## config.mk

```make
export PLATFORM = sky130hd
export DESIGN_NAME = mac_array_ctrl_flat
export DESIGN_NICKNAME = d
export VERILOG_FILES = /design/src/rtl/mac_array_ctrl_if.sv /design/src/rtl/mac_array_ctrl.sv /design/src/flat_wrapper.sv
export SDC_FILE = /design/constraint.sdc
export NUM_CORES = 1
export LEC_CHECK = 0
export BUFFER_PORTS_ARGS = -buffer_cell sky130_fd_sc_hd__buf_2
export CAP_MARGIN = 10
export CORE_MARGIN = 2
export CORE_UTILIZATION = 53
export CTS_CLUSTER_SIZE = 14
export DETAILED_ROUTE_END_ITERATION = 6
export PLACE_DENSITY_LB_ADDON = 0.12
export SYNTH_ARGS = -nofsm -noshare
export SYNTH_HDL_FRONTEND = slang
export SYNTH_SLANG_ARGS = --single-unit
```

## constraint.sdc

```tcl
create_clock -name clk -period 3.1 [get_ports clk]
set_input_delay 0.31 -clock clk [delete_from_list [all_inputs] [get_ports clk]]
set_output_delay 0.31 -clock clk [all_outputs]
set_load 0.005 [all_outputs]
```

## src/rtl/mac_array_ctrl_if.sv

```systemverilog
// Handshake/instruction bundle between the core (master) and mac_array_ctrl (slave).
// MAC_ARRAY_CTRL_PERF_EN adds the cyc_cnt busy-cycle counter to the bundle.
interface mac_array_ctrl_if #(
  parameter int row        = 8,
  parameter int inst_width = 4,
  parameter int len_bw     = 8
);
  logic                      start;
  logic                      mode;
  logic [len_bw-1:0]         len;
  logic                      abort;
  logic [row*inst_width-1:0] inst_row;
  logic                      x_rd;
  logic                      w_rd;
  logic                      busy;
  logic                      done;
`ifdef MAC_ARRAY_CTRL_PERF_EN
  logic [31:0]               cyc_cnt;

  modport master (
    output start, mode, len, abort,
    input  inst_row, x_rd, w_rd, busy, done, cyc_cnt
  );
  modport slave (
    input  start, mode, len, abort,
    output inst_row, x_rd, w_rd, busy, done, cyc_cnt
  );
`else
  modport master (
    output start, mode, len, abort,
    input  inst_row, x_rd, w_rd, busy, done
  );
  modport slave (
    input  start, mode, len, abort,
    output inst_row, x_rd, w_rd, busy, done
  );
`endif
endinterface

```

## src/rtl/mac_array_ctrl.sv

```systemverilog
// Systolic-array sequencer: WS = kernel load/exec/drain, OS = exec/drain/flush, with a
// per-row skewed instruction chain. MAC_ARRAY_CTRL_PERF_EN adds a saturating busy-cycle counter.
module mac_array_ctrl #(
  parameter int row        = 8,
  parameter int col        = 8,
  parameter int inst_width = 4,
  parameter int len_bw     = 8
) (
  input  logic               clk,
  input  logic               reset,
  mac_array_ctrl_if.slave    bus
);

  localparam int DRAIN_LEN = row + col;
  localparam int DRAIN_BW  = $clog2(DRAIN_LEN) + 1;
  localparam int CNT_W     = (len_bw > DRAIN_BW) ? len_bw : DRAIN_BW;

  typedef logic [CNT_W-1:0]      cnt_t;
  typedef logic [inst_width-1:0] inst_t;
  typedef logic [len_bw-1:0]     len_t;

  localparam inst_t INST_NOP      = inst_t'(0);
  localparam inst_t INST_WS_KLD   = inst_t'(4'b0001);
  localparam inst_t INST_WS_EXEC  = inst_t'(4'b0010);
  localparam inst_t INST_OS_EXEC  = inst_t'(4'b0100);
  localparam inst_t INST_OS_FLUSH = inst_t'(4'b1000);

  typedef enum logic [2:0] {
    S_IDLE,
    S_KLOAD,
    S_EXEC,
    S_DRAIN,
    S_FLUSH,
    S_DONE
  } state_e;

  state_e state_q, state_d;
  cnt_t   cnt_q, cnt_d;
  logic   mode_q, mode_d;
  len_t   len_q, len_d;
  inst_t  skew_q [1:row-1];
  inst_t  skew_d [1:row-1];

  logic   accept;
  logic   abort_job;
  logic   phase_done;
  inst_t  inst0;

  // Counter value loaded on entry to a phase: phase length minus one.
  function automatic cnt_t entry_count(input state_e s, input len_t l);
    cnt_t c;
    c = '0;
    case (s)
      S_KLOAD: c = cnt_t'(row - 1);
      S_EXEC:  c = cnt_t'(l) - cnt_t'(1);
      S_DRAIN: c = cnt_t'(DRAIN_LEN - 1);
      S_FLUSH: c = cnt_t'(row - 1);
      default: c = '0;
    endcase
    return c;
  endfunction

  // NOTE: every signal gets a default at the top of an always_comb so no path leaves it
  // unassigned; a missing default would infer a latch.
  always_comb begin
    state_d    = state_q;
    cnt_d      = cnt_q;
    mode_d     = mode_q;
    len_d      = len_q;
    accept     = 1'b0;
    abort_job  = (state_q != S_IDLE) && bus.abort;
    phase_done = (cnt_q == '0);

    unique case (state_q)
      S_IDLE: begin
        if (bus.start && !bus.abort) begin
          accept = 1'b1;
          if (!bus.mode)             state_d = S_KLOAD;
          else if (bus.len != '0)    state_d = S_EXEC;
          else                       state_d = S_DRAIN;
        end
      end
      S_KLOAD: if (phase_done) state_d = (len_q != '0) ? S_EXEC : S_DRAIN;
      S_EXEC:  if (phase_done) state_d = S_DRAIN;
      S_DRAIN: if (phase_done) state_d = mode_q ? S_FLUSH : S_DONE;
      S_FLUSH: if (phase_done) state_d = S_DONE;
      S_DONE:  state_d = S_IDLE;
      default: state_d = S_IDLE;
    endcase

    if (accept) begin
      mode_d = bus.mode;
      len_d  = bus.len;
    end
    if (abort_job) state_d = S_IDLE;

    // No phase transitions to itself, so a state change marks a fresh phase entry.
    if (state_d != state_q)      cnt_d = entry_count(state_d, len_d);
    else if (state_q != S_IDLE)  cnt_d = cnt_q - cnt_t'(1);
  end

  always_comb begin
    inst0 = INST_NOP;
    case (state_q)
      S_KLOAD: inst0 = INST_WS_KLD;
      S_EXEC:  inst0 = mode_q ? INST_OS_EXEC : INST_WS_EXEC;
      S_FLUSH: inst0 = INST_OS_FLUSH;
      default: inst0 = INST_NOP;
    endcase
  end

  // Diagonal wavefront: lane r sees lane 0 delayed r cycles; an abort wipes the whole chain.
  always_comb begin
    for (int r = 1; r < row; r++) skew_d[r] = INST_NOP;
    if (!abort_job) begin
      skew_d[1] = inst0;
      for (int r = 2; r < row; r++) skew_d[r] = skew_q[r-1];
    end
  end

  // NOTE: state is updated with non-blocking assignments so every flop samples the
  // pre-edge value of every other flop, independent of statement order.
  always_ff @(posedge clk) begin
    if (reset) begin
      state_q <= S_IDLE;
      cnt_q   <= '0;
      mode_q  <= 1'b0;
      len_q   <= '0;
      // NOTE: the skew array is a shift register of flops, not a RAM, so it is reset
      // explicitly; lanes must read 0000 right after reset.
      for (int r = 1; r < row; r++) skew_q[r] <= INST_NOP;
    end else begin
      state_q <= state_d;
      cnt_q   <= cnt_d;
      mode_q  <= mode_d;
      len_q   <= len_d;
      for (int r = 1; r < row; r++) skew_q[r] <= skew_d[r];
    end
  end

  always_comb begin
    bus.inst_row = '0;
    bus.inst_row[inst_width-1:0] = inst0;
    for (int r = 1; r < row; r++) bus.inst_row[r*inst_width +: inst_width] = skew_q[r];
  end

  assign bus.x_rd = (state_q == S_EXEC);
  assign bus.w_rd = (state_q == S_KLOAD);
  assign bus.busy = (state_q != S_IDLE);
  assign bus.done = (state_q == S_DONE);

`ifdef MAC_ARRAY_CTRL_PERF_EN
  logic [31:0] cyc_cnt_q, cyc_cnt_d;

  always_comb begin
    cyc_cnt_d = cyc_cnt_q;
    if (accept)                                   cyc_cnt_d = '0;
    else if (bus.busy && (cyc_cnt_q != '1))       cyc_cnt_d = cyc_cnt_q + 32'd1;
  end

  always_ff @(posedge clk) begin
    if (reset) cyc_cnt_q <= '0;
    else       cyc_cnt_q <= cyc_cnt_d;
  end

  assign bus.cyc_cnt = cyc_cnt_q;
`endif

endmodule

```

## src/flat_wrapper.sv

```systemverilog
// flat-port wrapper written by rule: the top's interface ports become plain ports
module mac_array_ctrl_flat 
#(
  parameter int row        = 8,
  parameter int col        = 8,
  parameter int inst_width = 4,
  parameter int len_bw     = 8
)
  (clk, reset, bus_start, bus_mode, bus_len, bus_abort, bus_inst_row, bus_x_rd, bus_w_rd, bus_busy, bus_done);
  mac_array_ctrl_if #(.row(row), .inst_width(inst_width), .len_bw(len_bw)) bus_i ();
  input  logic clk;
  input  logic reset;
  input wire logic [$bits(bus_i.start)-1:0] bus_start;
  input wire logic [$bits(bus_i.mode)-1:0] bus_mode;
  input wire logic [$bits(bus_i.len)-1:0] bus_len;
  input wire logic [$bits(bus_i.abort)-1:0] bus_abort;
  output wire logic [$bits(bus_i.inst_row)-1:0] bus_inst_row;
  output wire logic [$bits(bus_i.x_rd)-1:0] bus_x_rd;
  output wire logic [$bits(bus_i.w_rd)-1:0] bus_w_rd;
  output wire logic [$bits(bus_i.busy)-1:0] bus_busy;
  output wire logic [$bits(bus_i.done)-1:0] bus_done;
  assign bus_i.start = bus_start;
  assign bus_i.mode = bus_mode;
  assign bus_i.len = bus_len;
  assign bus_i.abort = bus_abort;
  assign bus_inst_row = bus_i.inst_row;
  assign bus_x_rd = bus_i.x_rd;
  assign bus_w_rd = bus_i.w_rd;
  assign bus_busy = bus_i.busy;
  assign bus_done = bus_i.done;
  mac_array_ctrl #(.row(row), .col(col), .inst_width(inst_width), .len_bw(len_bw)) u_core (.clk(clk), .reset(reset), .bus(bus_i));
endmodule
```

==> qor.txt <==
status: completed
Inserted Diodes: 0
CTS resizes: 0
H-tree levels: 2
routability-driven placement congestion ratio: 0.9115
Ys Warns: 0
Comb power frac: 24.2%
Synth cell types: 52
Synth async-reset ratio: 0%
final core utilization: 64.66%
Skew-Pair Late Insertion Delay: 0.31 ns
register area share after synthesis: 43.03%
CTS tree: yes
worst reg2reg endpoint: u_core.cnt_q[6]
period utilization: 77.47%
Routed Antenna Nets: 0
wire per inst: 14.34 um
Residual DRC: 0
VDD IR max: 300.9 uV
origin of the critical flop-to-flop path: u_core.state_q[0]
CTS Hold Buffers Added: 0
Hold Crit Start: bus_len[4]
total power divided by cell area: 545.7 mW/mm2
area of the core: 0.004029 mm2
WS Path Type: flop to flop
initial antenna violation count: 0
Starting Density: 55.43%
DIE AREA: 0.004749 mm2
Yosys reg bits: 48
Hold/Removal Path Class: input pin to flop
R2R depth: 9
CTS Sinks: 48
DIE WIDTH: 68.92 um
ratio of cells with drive above 1 in the final layout: 25.08%
Clock Path Buffers: 2
Clk pwr share: 28.2%
synthesized instance count: 247
first-pass GRT wire length: 7.997 mm
largest family of logic cells by synthesized area: simple AND/OR/NAND/NOR gates
internal power: 0.0009684 W
mux cell area share after synthesis: 3.137%
register-to-register setup slack: 0.70 ns
GRT Total Usage: 22.95%
Sw Share: 31.88%
number of port buffers: 48
critical path arrival: 2.63 ns
Hold EP: u_core.len_q[4]
hpwl dp: 3.689 mm
xor and xnor fraction of the mapped netlist area: 5.882%
Synth Area in Simple Gates: 27.34%
largest net degree at the start of global routing: 27
final wirelength: 4.947 mm
EDFF count, synth: 0
sequential power share: 47.6%
Max Slew Vio Count: 0
CTS buffer count: 5
endpoints failing setup: 0
f_max: 416.4 MHz
vias in the first global route: 1732
Synth Area in Compound Gates: 15.91%
Setup Buffers After CTS: 0
Via density: 5.565
Post-Syn Nets: 262
hold depth: 3
Top FF cell, synth: dfxtp_1
Sw Pwr: 0.0004531 W
total I/O pin count: 49
min Tclk post-route: 2.402 ns
via count: 1920
gr ovfl total: 0
std cell rows: 23
Worst Skew: 0.007317 ns
required time of the critical path: 3.33 ns
crit path max fanout: 11
initial drt markers: 156
router iterations before antenna repair: 4
synth-to-layout area growth: 16.64%
syn_area_per_cell: 9.042 um2
Mapped Area: 0.002233 mm2
Clock Pin Slew Worst Setup and Hold Paths: 0.09 ns
Power, Total: 0.001422 W
TNS Setup: 0 ns
RSZ-0062 raised after global routing: false
Worst Max-Slew Pin Slew: 0.4349 ns
Chip Height: 68.92 um
Finished Layout Cells: 345
Layout Nets: 309
Slew HR: 70.63%
max cap viols: 0
Worst Setup End Kind: flop
Placed Instances: 337
synthesized-area fraction occupied by adder cells: 1.120%
startpoint types: flop
final hold violation count: 0
most frequent cells in the layout: 48 x buf_2, 48 x dfxtp_1, 28 x nor2_1
Leak: 1.172 nW
clk root buf: clkbuf_8
## synth_stat cells (all sizes together) (3+ instances only)
| master | number | area (um2) |
|---|---|---|
| and2 | 27 | 168.9 |
| nor3 | 8 | 45.04 |
| o31ai | 3 | 22.52 |
| mux2i | 7 | 70.07 |
| clkbuf | 6 | 22.52 |
| nor4 | 5 | 50.05 |
| or3 | 4 | 25.02 |
| dfxtp | 48 | 960.9 |
| a21oi | 10 | 53.80 |
| nand2 | 20 | 77.58 |
| xnor2 | 10 | 87.58 |
| or2 | 3 | 18.77 |
| and3 | 3 | 18.77 |
| nand3 | 6 | 30.03 |
| o211ai | 4 | 43.79 |
| inv | 8 | 30.03 |
| nand2b | 3 | 18.77 |
| buf | 5 | 27.53 |
| o22ai | 4 | 25.02 |
| xor2 | 5 | 43.79 |
| nor2 | 28 | 105.1 |
## power groups by stage
stage / Sequential, W / Combinational, W / Clock [W]
final: 0.000677 / 0.000344 / 0.000401
after global routing: 0.000681 / 0.000379 / 0.000427
after CTS: 0.000676 / 0.000342 / 0.000407
after global placement: 0.000690 / 0.000340 / 0
after detailed placement: 0.000690 / 0.000341 / 0
after floorplan: 0.000680 / 0.000267 / 0
## how the worst max path moves through the flow
stage | start | endpoint | slack [ns]
after global placement | u_core.state_q[0] | u_core.cnt_q[6] | 0.77
after floorplan | u_core.state_q[1] | u_core.cnt_q[6] | 0.70
after CTS | u_core.state_q[0] | u_core.cnt_q[6] | 0.71
after global routing | u_core.state_q[0] | u_core.cnt_q[6] | 0.49
after detailed placement | bus_abort | u_core.cnt_q[6] | 0.70
final | u_core.state_q[0] | u_core.cnt_q[6] | 0.70
## state kept, by name, indices dropped and copies added, names as in the netlist
signal / cells
u_core.cnt_q: 8
u_core.state_q: 3
u_core.len_q: 8
u_core.mode_q: 1
u_core.skew_q: 28
## worst max-delay path: stages (launching register included)
cell and delay [ns]:
dfxtp_1 0.42, nor2_1 0.28, and3_1 0.31, mux2i_1 0.33, ha_1 0.28, nand2_1 0.10
nor3_1 0.19, xor2_1 0.17, nor2_1 0.06, o32ai_2 0.18
## final cells by class
type	count	area (um2)
Multi-Input combinational cell	180	1192
Clock buffer	6	82.58
Timing Repair Buffer	51	262.8
Clock inverter	2	13.76
Fill cell	374	1424
Tap cell	50	62.56
Sequential cell	48	960.9
Inverter	8	30.03
## cells by family after synthesis
| kind of cell | after synthesis |
|---|---|
| compound gates | 43 |
| xor+xnor | 15 |
| fa+ha+maj | 2 |
| buf+inv | 19 |
| flops | 48 |
| mux | 7 |
| simple gates | 113 |
## per-stage QoR
stage                     worst slack [ns]  hold WS (ns)  instance area (um2)
after floorplan                     0.7042        0.3941                 2233
after global placement              0.7746        0.4278                 2509
after detailed placement            0.6968        0.4339                 2509
after CTS                           0.7059        0.2746                 2605
after global routing                0.4866        0.2848                 2605
final                               0.6985        0.2757                 2605
## metal layers
metal / GRT usage [%] / share of wire (%)
met1: 29.13 / 45
met2: 38.58 / 47
met3: 4.545 / 6.3
met4: 8.333 / 1.3
met5: 0 / 0
Note: power is estimated with default switching activity, not from simulation.
